$ cat src/rtl/img_frame_sequencer.sv
// Frame-level sequencer for the grey/Sobel datapath: pixel/line counters, frame-boundary mode commit, malformed line/frame flags.
// Optional build macro AUTO_CYCLE_EN: committed mode steps grey -> edge-horizontal -> edge-vertical every CYCLE_FRAMES frames.
module img_frame_sequencer #(
   parameter int IMAGE_WIDTH  = 640,
   parameter int IMAGE_HEIGHT = 480,
   parameter int WARMUP_LINES = 2,
   parameter int CYCLE_FRAMES = 30
) (
   input  logic        clk,
   input  logic        rst,
   input  logic        iFVAL,
   input  logic        iLVAL,
   input  logic        iPIXV,
   input  logic        req_mode,
   input  logic        req_vertical,
   input  logic        err_clr,
   output logic [10:0] X_Cont,
   output logic [10:0] Y_Cont,
   output logic        oDVAL,
   output logic        mode_switch,
   output logic        is_vertical,
   output logic        edge_ready,
   output logic [15:0] frame_cnt,
   output logic        line_err,
   output logic        frame_err,
   output logic [1:0]  o_dbg_state
);

   typedef enum logic [1:0] {
      SYNC       = 2'd0,
      WAIT_FRAME = 2'd1,
      ACTIVE     = 2'd2,
      FRAME_END  = 2'd3
   } state_t;

   state_t      r_state;
   state_t      w_state_nxt;
   logic        w_commit;
   logic        w_active;
   logic        w_frame_end;

   logic        r_fval_d;
   logic        r_lval_d;
   logic [10:0] r_x;
   logic [10:0] r_y;
   logic [11:0] r_pix_cnt;
   logic [10:0] r_x_cont;
   logic [10:0] r_y_cont;
   logic        r_dval;
   logic        r_mode;
   logic        r_vert;
   logic [15:0] r_frame_cnt;
   logic        r_line_err;
   logic        r_frame_err;

   logic        w_fval_rise;
   logic        w_fval_fall;
   logic        w_lval_fall;
   logic        w_pix;
   logic        w_line_end;
   logic        w_line_bad;
   logic        w_frame_bad;

   assign w_fval_rise = iFVAL & ~r_fval_d;
   assign w_fval_fall = ~iFVAL & r_fval_d;
   assign w_lval_fall = ~iLVAL & r_lval_d;
   assign w_pix       = w_active & iFVAL & iLVAL & iPIXV;
   assign w_line_end  = w_active & w_lval_fall;
   // Zero-pixel lines are neither counted nor flagged.
   assign w_line_bad  = w_line_end & (r_pix_cnt != 12'd0) & (r_pix_cnt != 12'(IMAGE_WIDTH));
   assign w_frame_bad = w_frame_end & (r_y != 11'(IMAGE_HEIGHT));

   always_ff @(posedge clk or negedge rst) begin
      if (!rst) begin
         r_state <= SYNC;
      end else begin
         r_state <= w_state_nxt;
      end
   end

   always_comb begin
      w_state_nxt = r_state;
      w_commit    = 1'b0;
      w_active    = 1'b0;
      w_frame_end = 1'b0;
      case (r_state)
         SYNC: begin
            if (!iFVAL) w_state_nxt = WAIT_FRAME;
         end
         WAIT_FRAME: begin
            if (w_fval_rise) begin
               w_commit    = 1'b1;
               w_state_nxt = ACTIVE;
            end
         end
         ACTIVE: begin
            w_active = 1'b1;
            if (w_fval_fall) w_state_nxt = FRAME_END;
         end
         FRAME_END: begin
            w_frame_end = 1'b1;
            w_state_nxt = WAIT_FRAME;
         end
         default: w_state_nxt = SYNC;
      endcase
   end

   always_ff @(posedge clk or negedge rst) begin
      if (!rst) begin
         r_fval_d    <= 1'b0;
         r_lval_d    <= 1'b0;
         r_x         <= '0;
         r_y         <= '0;
         r_pix_cnt   <= '0;
         r_x_cont    <= '0;
         r_y_cont    <= '0;
         r_dval      <= 1'b0;
         r_frame_cnt <= '0;
         r_line_err  <= 1'b0;
         r_frame_err <= 1'b0;
      end else begin
         r_fval_d <= iFVAL;
         r_lval_d <= iLVAL;
         r_dval   <= w_pix;
         if (w_commit) begin
            r_x       <= '0;
            r_y       <= '0;
            r_pix_cnt <= '0;
            r_x_cont  <= '0;
            r_y_cont  <= '0;
         end else begin
            if (w_pix) begin
               r_x_cont <= r_x;
               r_y_cont <= r_y;
               r_x      <= (r_x == 11'(IMAGE_WIDTH - 1)) ? 11'd0 : r_x + 11'd1;
               if (r_pix_cnt != 12'hFFF) r_pix_cnt <= r_pix_cnt + 12'd1;
            end
            if (w_line_end) begin
               r_x       <= '0;
               r_pix_cnt <= '0;
               if ((r_pix_cnt != 12'd0) && (r_y != 11'd2047)) r_y <= r_y + 11'd1;
            end
         end
         if (w_frame_end) r_frame_cnt <= r_frame_cnt + 16'd1;
         // A new error event outranks a clear arriving in the same cycle.
         r_line_err  <= w_line_bad  | (r_line_err  & ~err_clr);
         r_frame_err <= w_frame_bad | (r_frame_err & ~err_clr);
      end
   end

`ifdef AUTO_CYCLE_EN
   logic [15:0] r_div;
   logic [1:0]  r_step;

   always_ff @(posedge clk or negedge rst) begin
      if (!rst) begin
         r_div  <= '0;
         r_step <= '0;
         r_mode <= 1'b0;
         r_vert <= 1'b0;
      end else begin
         if (w_frame_end) begin
            if (r_div == 16'(CYCLE_FRAMES - 1)) begin
               r_div  <= '0;
               r_step <= (r_step == 2'd2) ? 2'd0 : r_step + 2'd1;
            end else begin
               r_div <= r_div + 16'd1;
            end
         end
         if (w_commit) begin
            r_mode <= (r_step != 2'd0);
            r_vert <= (r_step == 2'd2);
         end
      end
   end
`else
   always_ff @(posedge clk or negedge rst) begin
      if (!rst) begin
         r_mode <= 1'b0;
         r_vert <= 1'b0;
      end else if (w_commit) begin
         r_mode <= req_mode;
         r_vert <= req_vertical;
      end
   end
`endif

   assign X_Cont      = r_x_cont;
   assign Y_Cont      = r_y_cont;
   assign oDVAL       = r_dval;
   assign mode_switch = r_mode;
   assign is_vertical = r_vert;
   assign edge_ready  = r_mode & (r_y_cont >= 11'(WARMUP_LINES));
   assign frame_cnt   = r_frame_cnt;
   assign line_err    = r_line_err;
   assign frame_err   = r_frame_err;
   assign o_dbg_state = r_state;

endmodule

$ cat config.mk
export PLATFORM = sky130hd
export DESIGN_NAME = img_frame_sequencer
export DESIGN_NICKNAME = d
export VERILOG_FILES = /design/src/rtl/img_frame_sequencer.sv
export SDC_FILE = /design/constraint.sdc
export NUM_CORES = 1
export LEC_CHECK = 0
export CAP_MARGIN = 5
export CORE_MARGIN = 1
export CORE_UTILIZATION = 40
export DETAILED_ROUTE_END_ITERATION = 8
export PLACE_DENSITY_LB_ADDON = 0.05
export SYNTH_ARGS = -nofsm -noshare
export SYNTH_HDL_FRONTEND = slang
export SYNTH_SLANG_ARGS = --single-unit
$ cat constraint.sdc
create_clock -name clk -period 2.6 [get_ports clk]
set_input_delay 0.78 -clock clk [delete_from_list [all_inputs] [get_ports clk]]
set_output_delay 0.78 -clock clk [all_outputs]
set_load 0.01 [all_outputs]
Yosys cells after proc, flatten, opt, wreduce, memory -nomap -nowiden
Index checks and enable logic that the tools add are counted.
{ "totals": {"regBits": 81, "inputBits": 8, "out_inout_bits": 46, "elab_cells": 83} }
{ "op_classes": {"add_sub_neg": 4, "n_lt_le_gt_ge": 1, "eq_ne": 11, "n_mux": 23, "n_bitwise": 19, "n_reduce_logical": 11} }
{ "ops": {"columns": ["cell", "count"], "rows": [
  ["2-to-1 mux 11 bit", 11],
  ["2-to-1 mux 12 bit", 4],
  ["adder 11 x 1 -> 11 bit (second input constant)", 2],
  ["adder 16 x 1 -> 16 bit (second input constant)", 1],
  ["bitwise AND 1 bit", 13],
  ["adder 12 x 1 -> 12 bit (second input constant)", 1],
  ["!= test 12 x 10 -> 1 bit (second input constant)", 1],
  ["!= test 12 bit (second input constant)", 1],
  ["nonzero test 12 bit", 1],
  ["== test 11 x 10 -> 1 bit (second input constant)", 1],
  [">= comparator 11 x 2 -> 1 bit (second input constant)", 1],
  ["!= test 11 bit (second input constant)", 1],
  ["!= test 11 x 9 -> 1 bit (second input constant)", 1],
  ["case mux 2 bit (4 select lines)", 1],
  ["2-to-1 mux 2 bit", 3],
  ["!= test 2 bit (second input constant)", 3],
  ["nonzero test 2 bit", 3],
  ["nonzero test 3 bit", 2],
  ["== test 2 bit (second input constant)", 2],
  ["2-to-1 mux 1 bit", 4],
  ["NOT 1 bit", 4],
  ["AND reduction 2 bit", 2],
  ["AND reduction 3 bit", 1],
  ["== test 2 x 1 -> 1 bit (second input constant)", 1],
  ["other kinds (3)", 4]
]} }

Depth between registers and ports, before layout
Gate-level depths: netlist of run 1.
{ "depth": {"word_depth": 8, "depth_mapped": 9, "ltp_nobuf": 8} }

Worst setup path before layout of run 1
Ideal clock, no wire load.
{ "synth_timing": {"kind": "input-to-reg", "from": "in iLVAL", "to": "reg r_x[3]", "setup_ns": 0.083, "arrival_ns": 2.031, "t_required_ns": 2.517, "slack_ns": 0.487, "path_stages": 7, "path_buffers": 2, "cell_sequence": "and3b_1 -> buf_4 -> nor3_4 -> or3_1 -> buf_2 -> or3_1 -> o21ai_0"} }
{ "synth_between": {"elab_chain_len": 5, "elab_cells_between_ends": 8, "classes_between": "mux (2); bitwise (5); reduce/logical (1)"} }
{ "synth_rtl": {"columns": ["element", "line", "text"], "rows": [
  ["from (decl)", "12", "input logic iLVAL,"],
  ["NOT 1 bit", "66", "assign w_lval_fall = ~iLVAL & r_lval_d;"],
  ["bitwise AND 1 bit", "66", null],
  ["bitwise AND 1 bit", "68", "assign w_line_end = w_active & w_lval_fall;"],
  ["2-to-1 mux 11 bit", "138", "if (w_line_end) begin"],
  ["2-to-1 mux 11 bit", "125", "if (w_commit) begin"],
  ["to (signal assigned)", "135", "r_x <= (r_x == 11'(IMAGE_WIDTH - 1)) ? 11'd0 : r_x + 11'd1;"],
  ["to (decl)", "44", "logic [10:0] r_x;"]
]} }
Several ways; a longest one is shown, not always the timed one.
A chain may end at the register's enable or synchronous reset.

Worst setup path in the final report of run 1
{ "layout_timing": {"from": "reg r_y_cont[1] (netlist: Y_Cont[1])", "to": "out edge_ready"} }
{ "layout_between": {"elab_chain_len": 2} }
{ "layout_rtl": {"columns": ["element", "line", "text"], "rows": [
  ["from (decl)", "48", "logic [10:0] r_y_cont;"],
  ["from (signal assigned)", "134", "r_y_cont <= r_y;"],
  [">= comparator 11 x 2 -> 1 bit", "193", "assign edge_ready = r_mode & (r_y_cont >= 11'(WARMUP_LINES));"],
  ["bitwise AND 1 bit", "193", null],
  ["to (decl)", "22", "output logic edge_ready,"]
]} }
Every way passes these cells.

==> results of run 1 <==
## logic make-up (layout without fill, tap and decap cells)
logic type,after synthesis,in the layout
and+or+nand+nor,182,182
DFF,81,81
AOI/OAI and AO/OA,63,63
xor gates and xnor gates,29,29
buffers and inverters,25,96
adders and majority gates,11,11
muxes,5,5
## synthesized netlist by cell type, drive strengths merged (3+ instances only)
cell type	number
clkbuf	10
dfrtp	81
o21ai	15
nand2	71
or3	8
or4	3
o41ai	3
ha	11
o31ai	4
xnor2	19
xor2	10
or4b	3
mux2	3
nand4	14
buf	3
nor2	31
nor4	4
a21oi	32
and3	4
nor3	11
inv	11
nand3	21
## layer usage
metal / up-vias / GRT usage (%) / wire, µm
met1: 1445 / 22.7 / 3790
met2: 49 / 30.1 / 3930
li1: 1512 / - / -
met4: 0 / 6.80 / 147
met5: - / 0 / 0
met3: 15 / 3.61 / 214
## flip-flops by register name, indices dropped and copies added (netlist names)
register and cells:
Y_Cont 11, mode_switch 1, r_y 11, is_vertical 1
r_lval_d 1, frame_cnt 16, r_pix_cnt 12, frame_err 1
r_x 11, o_dbg_state 2, line_err 1, r_fval_d 1
oDVAL 1, X_Cont 11
## metrics by stage
step	setup TNS [ns]	hold slack, ns	instance area (µm²)
floorplan	0	0.484	3880
global placement	-0.0423	0.462	4640
detailed placement	-0.143	0.475	4640
CTS	0	0.462	4890
global route	0	0.483	4900
finish	0	0.440	4900
## placed cells by master (no fill, tap or decap), drive strengths merged, types with 4 or more instances in the layout
| master | synthesis | final |
|---|---|---|
| o31ai | 4 | 4 |
| or3 | 8 | 8 |
| nor2 | 31 | 31 |
| inv | 11 | 11 |
| nand3 | 21 | 21 |
| and3 | 4 | 4 |
| buf | 3 | 16 |
| nor4 | 4 | 4 |
| ha | 11 | 11 |
| xnor2 | 19 | 19 |
| nand4 | 14 | 14 |
| nor3 | 11 | 11 |
| o21ai | 15 | 15 |
| nand2 | 71 | 71 |
| a21oi | 32 | 32 |
| xor2 | 10 | 10 |
| clkbuf | 10 | 11 |
| clkdlybuf4s50 | 0 | 52 |
| dfrtp | 81 | 81 |
## repair_timing
| item | 4_1_cts | 5_1_grt |
|---|---|---|
| endpoints found under the hold margin | 0 | 0 |
| gates resized for setup | 0 | 2 |
| setup endpoints to repair | 0 | 1 |
## area by class of cell
type                    instances  area share [%]
multi-input cells             290            36.0
well taps                     129            3.30
clock inverters                 5            2.09
flip-flops and latches         81            41.4
repair buffers                 68            13.3
clock buffers                  11            2.89
inverters                      12            1.02
## worst paths after layout
path,to,depth (start not counted)
setup / recovery,edge_ready,3
setup reg to reg,r_y[0],8
hold / removal,frame_cnt[7],2
hold reg to reg,frame_cnt[15],1
max in group asynchronous,r_pix_cnt[1],2
min in group clk,frame_cnt[15],1
## power groups by stage
stage | registers, µW | clock network (µW) | logic (µW)
final | 1580 | 1120 | 935
after global routing | 1610 | 1190 | 1050
after CTS | 1580 | 1150 | 953
after detailed placement | 1610 | 0 | 951
after global placement | 1600 | 0 | 942
after floorplan | 1620 | 0 | 491
==> metrics, run 1 <==
final critical-path required period=roughly 2.5 ns; global-route wire length before repair=around 14,000 µm; post-synthesis average cell area=9.81 µm²; vias in the first global route=a little over 3,000; clock share of power=between 30% and 40%; TritonCTS clock tree=built; RSZ-0062 raised after global routing=no; latest clock arrival within the worst-skew pair=~0.35 ns; largest family of logic cells by synthesized area=simple AND/OR/NAND/NOR gates; port bufs=between 50 and 60; Post-Synthesis Cells=between 300 and 400; crit-path cells=nor4_2 > a31oi_1 > clkdlybuf4s50_1; sw frac=29.7%; Slew @ Worst Pin=roughly 0.46 ns; syn_nets=between 400 and 500; CP endpoint kind=output port; clock slew at reported path FFs=around 0.08 ns; Flop pwr share=a little over two fifths; Lkg Pwr=between 0.002 and 0.0025 µW; FILL cells=about 900; critical path type=register to output port; Yosys top cell by area=dfrtp_1; Die X=101 µm; crit path from=Y_Cont[1]; Crit-path slowest cell=clkdlybuf4s50_1; final design utilization=a little over half; top cell type's share of synthesized area=a little over half; die height=slightly above 100 µm; dpl hpwl=between 5000 and 6000 µm; vias per inst=around 5; vias after detailed routing=3,021; Worst Path Required=between 1.5 and 2 ns; Worst setup SP type=register; Final Non-Filler Cells=a little under 600; Routed WL=8080 µm; final worst slack=0.147 ns; Synth Area in Compound Gates=under 10%; Layout Nets=between 400 and 500; Multi-input gate area=1760 µm²; Synth Area in Simple Gates=about a quarter; drt pass-1 iters=4; VDD IR max=about 0.00032 V; max incr delay on CP=about 0.48 ns; Crit path max-delay family=buffers and inverters; Routed Antenna Nets=0; Fmax=between 400 and 500 MHz; outcome=completed; Setup-failing EPs final=0; root buffer cell=clkbuf_8; layout cell share with drive strength beyond 1=9.64%; Total GRT Usage=between 15 and 20%; initial antenna violation count=0; critical path peak fanout=3; starting density of the core=41.6%; Cell Area, Synth=slightly below 4000 µm²; Buf/Inv on CP=1; # Post-CTS Setup Buffers=0; placed insts=580; IO Pins=54; Hold Buf Count CTS=0; core area=between 9000 and 10,000 µm²; Slew HR=between 60% and 70%; critical path arrival=~1.7 ns; GP Congestion=0.765; net switching power=around 1100 µW; power per cell area=between 700 and 800 nW/µm²; FF+latch area=roughly 2000 µm²; worst reg2reg path startpoint=r_pix_cnt[0]; pre-CTS WS=-0.0718 ns; Ys Warns=0; Final Skew=just over 0.005 ns; post-synthesis register bit count=81; Pint=~2600 µW; Max-cap violations=0; routed length per instance=between 10 and 15 µm; largest net degree at the start of global routing=82; synth-to-layout area growth=26.1%; CTS Buf Count=9; die area=between 10,000 and 15,000 µm²; Adder-Cell Fraction of Synth Area=roughly 3.5%; ant diodes=0; xor and xnor area share after synthesis=around 6.5%; worst min-delay path category=input port to async pin; Synth async-reset ratio=100%; register area share after synthesis=52.2%; reg2reg setup slack=between 0.4 and 0.5 ns; htree depth=3; Synth area leaders=dfrtp_1 52%, nand2_1 6.9%, xnor2_1 4.3%; DRC Markers=0; Final period util=roughly 94%; Synth Flop Type=dfrtp_1; Yosys cell types=47; clock sink count=slightly above 80; Rows=35; Pwr Total=about 3600 µW; Comb pwr share=between 20% and 30%; deepest clock path buffer count=2; drt first-iter violations=between 100 and 150; Post-synth EDFFs=0; total grt overflow=0; final max-slew violation count=0; post-synthesis mux area share=1.38%; Hold Vio Cnt, Final=0
Power figures use the tool's default switching activity.
==> run 2, diff against run 1 <==
--- a/config.mk
+++ b/config.mk
@@ -6,8 +6,9 @@
 export NUM_CORES = 1
 export LEC_CHECK = 0
 export CAP_MARGIN = 5
-export CORE_MARGIN = 1
+export CORE_MARGIN = 4
 export CORE_UTILIZATION = 40
+export CTS_BUF_LIST = sky130_fd_sc_hd__clkbuf_8
 export DETAILED_ROUTE_END_ITERATION = 8
 export PLACE_DENSITY_LB_ADDON = 0.05
 export SYNTH_ARGS = -nofsm -noshare
==> run 2 against run 1 <==
Compared with the run above:
- clock skew rose by 0.0038 ns
- cell count did not move
- wire length rose by 5.3%
- fmax fell by 2.1%
==> metrics, run 2 (synthesis gave the netlist of run 1 again) <==
outcome=completed (unchanged); clock sink count=81 (unchanged); Final period util=96.4% (was 94.3%); power per cell area=742 nW/µm² (was 741 nW/µm²); global-route wire length before repair=14,900 µm (was 14,300 µm); design area=4890 µm² (was 4900 µm²); Hold Vio Cnt, Final=0 (unchanged); critical path type=register to output port (unchanged); deepest clock path buffer count=2 (unchanged); final critical-path required period=2.51 ns (was 2.45 ns); max FFs per register=16 (unchanged); IO Pins=54 (unchanged); Comb pwr share=25.8% (about the same); port bufs=53 (unchanged); VDD IR max=0.000317 V (was 0.000321 V); hold slack=0.377 ns (was 0.440 ns); starting density of the core=41.6% (unchanged); Total GRT Usage=16.3% (was 17.9%); Rows=35 (unchanged); Max-cap violations=0 (unchanged); Pint=2530 µW (was 2550 µW); Slew HR=66.2% (was 69.4%); Die X=107 µm (was 101 µm); sw frac=30.4% (was 29.7%); critical path arrival=1.73 ns (was 1.67 ns); critical path peak fanout=3 (unchanged); die area=11,400 µm² (was 10,100 µm²); CP endpoint kind=output port (unchanged); commonest non-fill, non-tap cell in the layout=dfrtp_1 (unchanged); drt first-iter violations=86 (was 103); die height=107 µm (was 101 µm); Final Non-Filler Cells=596 (unchanged); dpl hpwl=5980 µm (was 5550 µm); Routed WL=8510 µm (was 8080 µm); core area=9330 µm² (unchanged); htree depth=3 (unchanged); GP Congestion=0.803 (was 0.765); worst min-delay path category=input port to async pin (unchanged); initial antenna violation count=0 (unchanged); final max-slew violation count=0 (unchanged); vias in the first global route=3,086 (was 3,035); DP Area=4640 µm² (unchanged); clock share of power=30.7% (was 30.8%); Layout Nets=481 (unchanged); RSZ-0062 raised after global routing=no (unchanged); ant diodes=0 (unchanged); vias after detailed routing=3,021 (unchanged); Pwr Total=3630 µW (about the same); synth-to-layout area growth=25.9% (was 26.1%); latest clock arrival within the worst-skew pair=0.36 ns (was 0.35 ns); Lkg Pwr=0.00207 µW (about the same); Fmax=399 MHz (was 408 MHz); root buffer cell=clkbuf_8 (unchanged); placed insts=580 (unchanged); DRC Markers=0 (unchanged); leading cell types in the layout, fill and taps excluded=81 x dfrtp_1, 71 x nand2_1, 52 x clkdlybuf4s50_1 (unchanged); Slew @ Worst Pin=0.507 ns (was 0.456 ns); Setup-failing EPs final=0 (unchanged); # Post-CTS Setup Buffers=0 (unchanged); largest net degree at the start of global routing=45 (was 82); total grt overflow=0 (unchanged); Final Skew=0.00890 ns (was 0.00509 ns); clock slew at reported path FFs=0.09 ns (was 0.08 ns); routed length per instance=14.3 µm (was 13.6 µm); drt pass-1 iters=4 (unchanged); vias per inst=5.07 (unchanged); CTS Buf Count=9 (unchanged); Worst Path Required=1.82 ns (about the same); Worst setup SP type=register (unchanged); Flop pwr share=43.4% (about the same); Routed Antenna Nets=0 (unchanged); layout cell share with drive strength beyond 1=9.42% (was 9.64%); net switching power=1100 µW (was 1080 µW); TritonCTS clock tree=built (unchanged)
[run 2: cell count changes in the layout (fill, tap and decap cells not counted)]
cell        previous run  this run
clkinv_4               1         4
clkbuf_1               1         0
clkbuf_8              10         9
clkinv_2               1         0
clkinvlp_4             1         0
inv_1                 11        12
nor4_1                 2         3
nor4_2                 2         1
[run 2: timing repair]
action | CTS | global route
endpoints found under the setup margin | 0 | 1
hold buffers | 0 | 0
resized for setup | 0 | 1
[run 2: area by class of cell]
| cell class | instances | area, µm² |
|---|---|---|
| well taps | 129 | 161 |
| fillers | 883 | 4440 |
| clock inverters | 7 | 120 |
| repair buffers | 68 | 653 |
| clock buffers | 9 | 124 |
| inverters | 12 | 50.0 |
| multi-input cells | 290 | 1760 |
| flip-flops and latches | 81 | 2030 |
[run 2: power by group through the flow]
| stage | Combinational, µW | Sequential [µW] | Clock (µW) |
|---|---|---|---|
| 6_report | 937 | 1580 | 1120 |
| 5_1_grt | 1060 | 1610 | 1200 |
| 4_1_cts | 964 | 1580 | 1160 |
| 3_5_place_dp | 960 | 1610 | 0 |
| 3_3_place_gp | 943 | 1600 | 0 |
| 2_1_floorplan | 491 | 1620 | 0 |
[run 2: per-layer routing]
metal | share of wire, % | vias to the layer above | GRT usage [%]
li1 | - | 1515 | -
met1 | 45 | 1461 | 20.2
met2 | 51 | 38 | 28.4
met3 | 3.0 | 7 | 4.43
met4 | 1.0 | 0 | 3.84
met5 | 0 | - | 0
[run 2: final timing paths]
| path | endpoint | cells after the start | slack [ns] | startpoint |
|---|---|---|---|---|
| max reg2reg | r_y[3] | 8 | 0.45 | r_pix_cnt[0] |
| min in group clk | frame_cnt[15] | 1 | 0.48 | frame_cnt[15] |
| min | frame_cnt[9] | 1 | 0.38 | rst |
| min reg2reg | frame_cnt[15] | 1 | 0.48 | frame_cnt[15] |
| max | edge_ready | 3 | 0.09 | Y_Cont[4] |
| max in group asynchronous | r_x[3] | 2 | 1.61 | rst |
[run 2: critical path, stage by stage, from the launching register on]
cell and delay (ns):
dfrtp_1 0.40, nor4_1 0.35, a31oi_1 0.13, clkdlybuf4s50_1 0.50
[run 2: stage by stage]
stage / util [%] / setup TNS (ns) / setup slack (ns)
after floorplan: - / 0 / 0.487
after global placement: 49.8 / -0.0408 / -0.0408
after detailed placement: 49.8 / -0.263 / -0.108
after CTS: 52.4 / 0 / 0.0286
after global routing: 52.4 / 0 / 0.0301
final: 52.4 / 0 / 0.0938
==> run 3, diff against run 2 <==
--- a/config.mk
+++ b/config.mk
@@ -9,8 +9,11 @@
 export CORE_MARGIN = 4
 export CORE_UTILIZATION = 40
 export CTS_BUF_LIST = sky130_fd_sc_hd__clkbuf_8
+export CTS_CLUSTER_SIZE = 30
 export DETAILED_ROUTE_END_ITERATION = 8
+export GPL_TIMING_DRIVEN = 0
 export PLACE_DENSITY_LB_ADDON = 0.05
+export RECOVER_POWER = 25
 export SYNTH_ARGS = -nofsm -noshare
 export SYNTH_HDL_FRONTEND = slang
 export SYNTH_SLANG_ARGS = --single-unit
==> run 3 against run 2 <==
Compared with the run above:
- the run now ends with max-capacitance violations, max-slew violations left
- fmax is 1.7% higher
- global-route usage hardly changed
- core utilization is 0.50 points lower
- sequential share of layout area is 0.40 points higher
- combinational power is 2.6% lower
- highest routed layer unchanged
==> metrics, run 3 (synthesis gave the netlist of run 1 again) <==
placed insts=579 (was 580); vias per inst=5.11 (was 5.07); starting density of the core=41.6% (unchanged); Fmax=406 MHz (was 399 MHz); drt pass-1 iters=4 (unchanged); Final period util=94.8% (was 96.4%); outcome=complete, but fails checks (was completed); DRC Markers=0 (unchanged); Lkg Pwr=0.00202 µW (was 0.00207 µW); initial antenna violation count=0 (unchanged); Crit-path slowest cell=clkdlybuf4s50_1 (unchanged); Routed WL=8590 µm (was 8510 µm); Die X=107 µm (unchanged); Routed Antenna Nets=0 (unchanged); vias in the first global route=3,042 (was 3,086); Layout Nets=483 (was 481); global-route wire length before repair=14,800 µm (was 14,900 µm); power per cell area=725 nW/µm² (was 742 nW/µm²); critical path arrival=1.68 ns (was 1.73 ns); clock sink count=81 (unchanged); port bufs=53 (unchanged); FILL cells=898 (was 883); hold slack=0.483 ns (was 0.377 ns); crit path from=Y_Cont[1] (was Y_Cont[4]); total grt overflow=0 (unchanged); die height=107 µm (unchanged); GP Congestion=0.810 (was 0.803); crit-path cells=nor4_2 > a31oi_1 > clkdlybuf4s50_1 (was nor4_1 > a31oi_1 > clkdlybuf4s50_1); leading cell types in the layout, fill and taps excluded=81 x dfrtp_1, 71 x nand2_1, 51 x clkdlybuf4s50_1 (was 81 x dfrtp_1, 71 x nand2_1, 52 x clkdlybuf4s50_1); die area=11,400 µm² (unchanged); VDD IR max=0.000301 V (was 0.000317 V); Hold Buf Count CTS=0 (unchanged); max incr delay on CP=0.49 ns (was 0.50 ns); critical path type=register to output port (unchanged); critical path peak fanout=3 (unchanged); ant diodes=0 (unchanged); commonest non-fill, non-tap cell in the layout=dfrtp_1 (unchanged); deepest clock path buffer count=2 (unchanged); Worst setup SP type=register (unchanged); Setup-failing EPs final=0 (unchanged); layout cell share with drive strength beyond 1=7.91% (was 9.42%); Worst Path Required=1.82 ns (about the same); synth-to-layout area growth=24.7% (was 25.9%); Slew @ Worst Pin=1.55 ns (was 0.507 ns); final worst slack=0.136 ns (was 0.0938 ns); pre-CTS WS=-0.394 ns (was -0.108 ns); Slew HR=-3.32% (was 66.2%); max FFs per register=16 (unchanged); vias after detailed routing=3,051 (was 3,021); final critical-path required period=2.46 ns (was 2.51 ns); core area=9330 µm² (unchanged); Max-cap violations=1 (was 0); Final Non-Filler Cells=597 (was 596); Final Skew=0.00841 ns (was 0.00890 ns); worst reg2reg path startpoint=o_dbg_state[0] (was r_pix_cnt[0]); drt first-iter violations=93 (was 86); CP endpoint kind=output port (unchanged); htree depth=3 (unchanged); clock slew at reported path FFs=0.08 ns (was 0.09 ns); failing checks=max-capacitance violations, max-slew violations; dpl hpwl=6150 µm (was 5980 µm); CTS Buf Count=9 (unchanged); Hold Vio Cnt, Final=0 (unchanged); TritonCTS clock tree=built (unchanged); Fin Setup TNS=0 ns (unchanged); final max-slew violation count=27 (was 0); Total GRT Usage=16.3% (about the same); largest net degree at the start of global routing=56 (was 45); Rows=35 (unchanged); RSZ-0062 raised after global routing=no (unchanged); routed length per instance=14.4 µm (was 14.3 µm); root buffer cell=clkbuf_8 (unchanged); IO Pins=54 (unchanged); latest clock arrival within the worst-skew pair=0.35 ns (was 0.36 ns); Pwr Total=3510 µW (was 3630 µW); worst min-delay path category=register to register (was input port to async pin); hold path start=frame_cnt[15]
-- run 3: worst max-delay path: cells and delay by family (launching register included) --
family / cells / cell delay [ns]
AOI/OAI and AO/OA: 1 / 0.12
buffers and inverters: 1 / 0.49
DFF: 1 / 0.41
and+or+nand+nor: 1 / 0.32
-- run 3: cell type report --
cell class              instances  area [µm²]  share of cell area (%)
plain buffers                  13        58.8                    1.21
clock buffers                  10         138                    2.84
clock inverters                 5        80.1                    1.65
inverters                      12        50.0                    1.03
multi-input cells             290        1760                    36.4
flip-flops and latches         81        2030                    41.8
well taps                     129         161                    3.33
repair buffers                 57         568                    11.7
-- run 3: worst paths after layout --
| check | endpoint | slack (ns) | depth (start not counted) |
|---|---|---|---|
| setup / recovery | edge_ready | 0.14 | 3 |
| hold / removal | frame_cnt[15] | 0.48 | 1 |
| setup reg to reg | r_x[3] | 0.37 | 9 |
| hold reg to reg | frame_cnt[15] | 0.48 | 1 |
| max in group asynchronous | r_x[5] | 0.85 | 2 |
| min in group asynchronous | frame_cnt[6] | 0.80 | 1 |
-- run 3: stage by stage --
step | utilization [%] | instance area [µm²]
2_1_floorplan | - | 3880
4_1_cts | 51.7 | 4820
6_report | 52.0 | 4850
5_1_grt | 52.0 | 4850
3_5_place_dp | 49.3 | 4600
3_3_place_gp | 49.1 | 4580
-- run 3: where the power goes --
part | switching (µW) | internal, µW | leakage, µW | total [µW]
sequential | 168 | 1410 | 0.00110 | 1580
combinational | 461 | 452 | 0.000820 | 913
clock | 461 | 560 | 0.000104 | 1020
total | 1090 | 2420 | 0.00202 | 3510
-- run 3: repair_timing --
item                       CTS  global route
pin swaps                    0             1
gates resized for setup      1             3
setup endpoints to repair    3             2
setup buffers                0             3
-- run 3: per-layer routing --
metal	part of all wire (%)	global-route usage, %	vias to the layer above
met5	0	0	-
met4	1.1	4.93	0
met3	3.3	3.64	9
met2	49	26.8	47
met1	47	21.6	1486
li1	-	-	1509
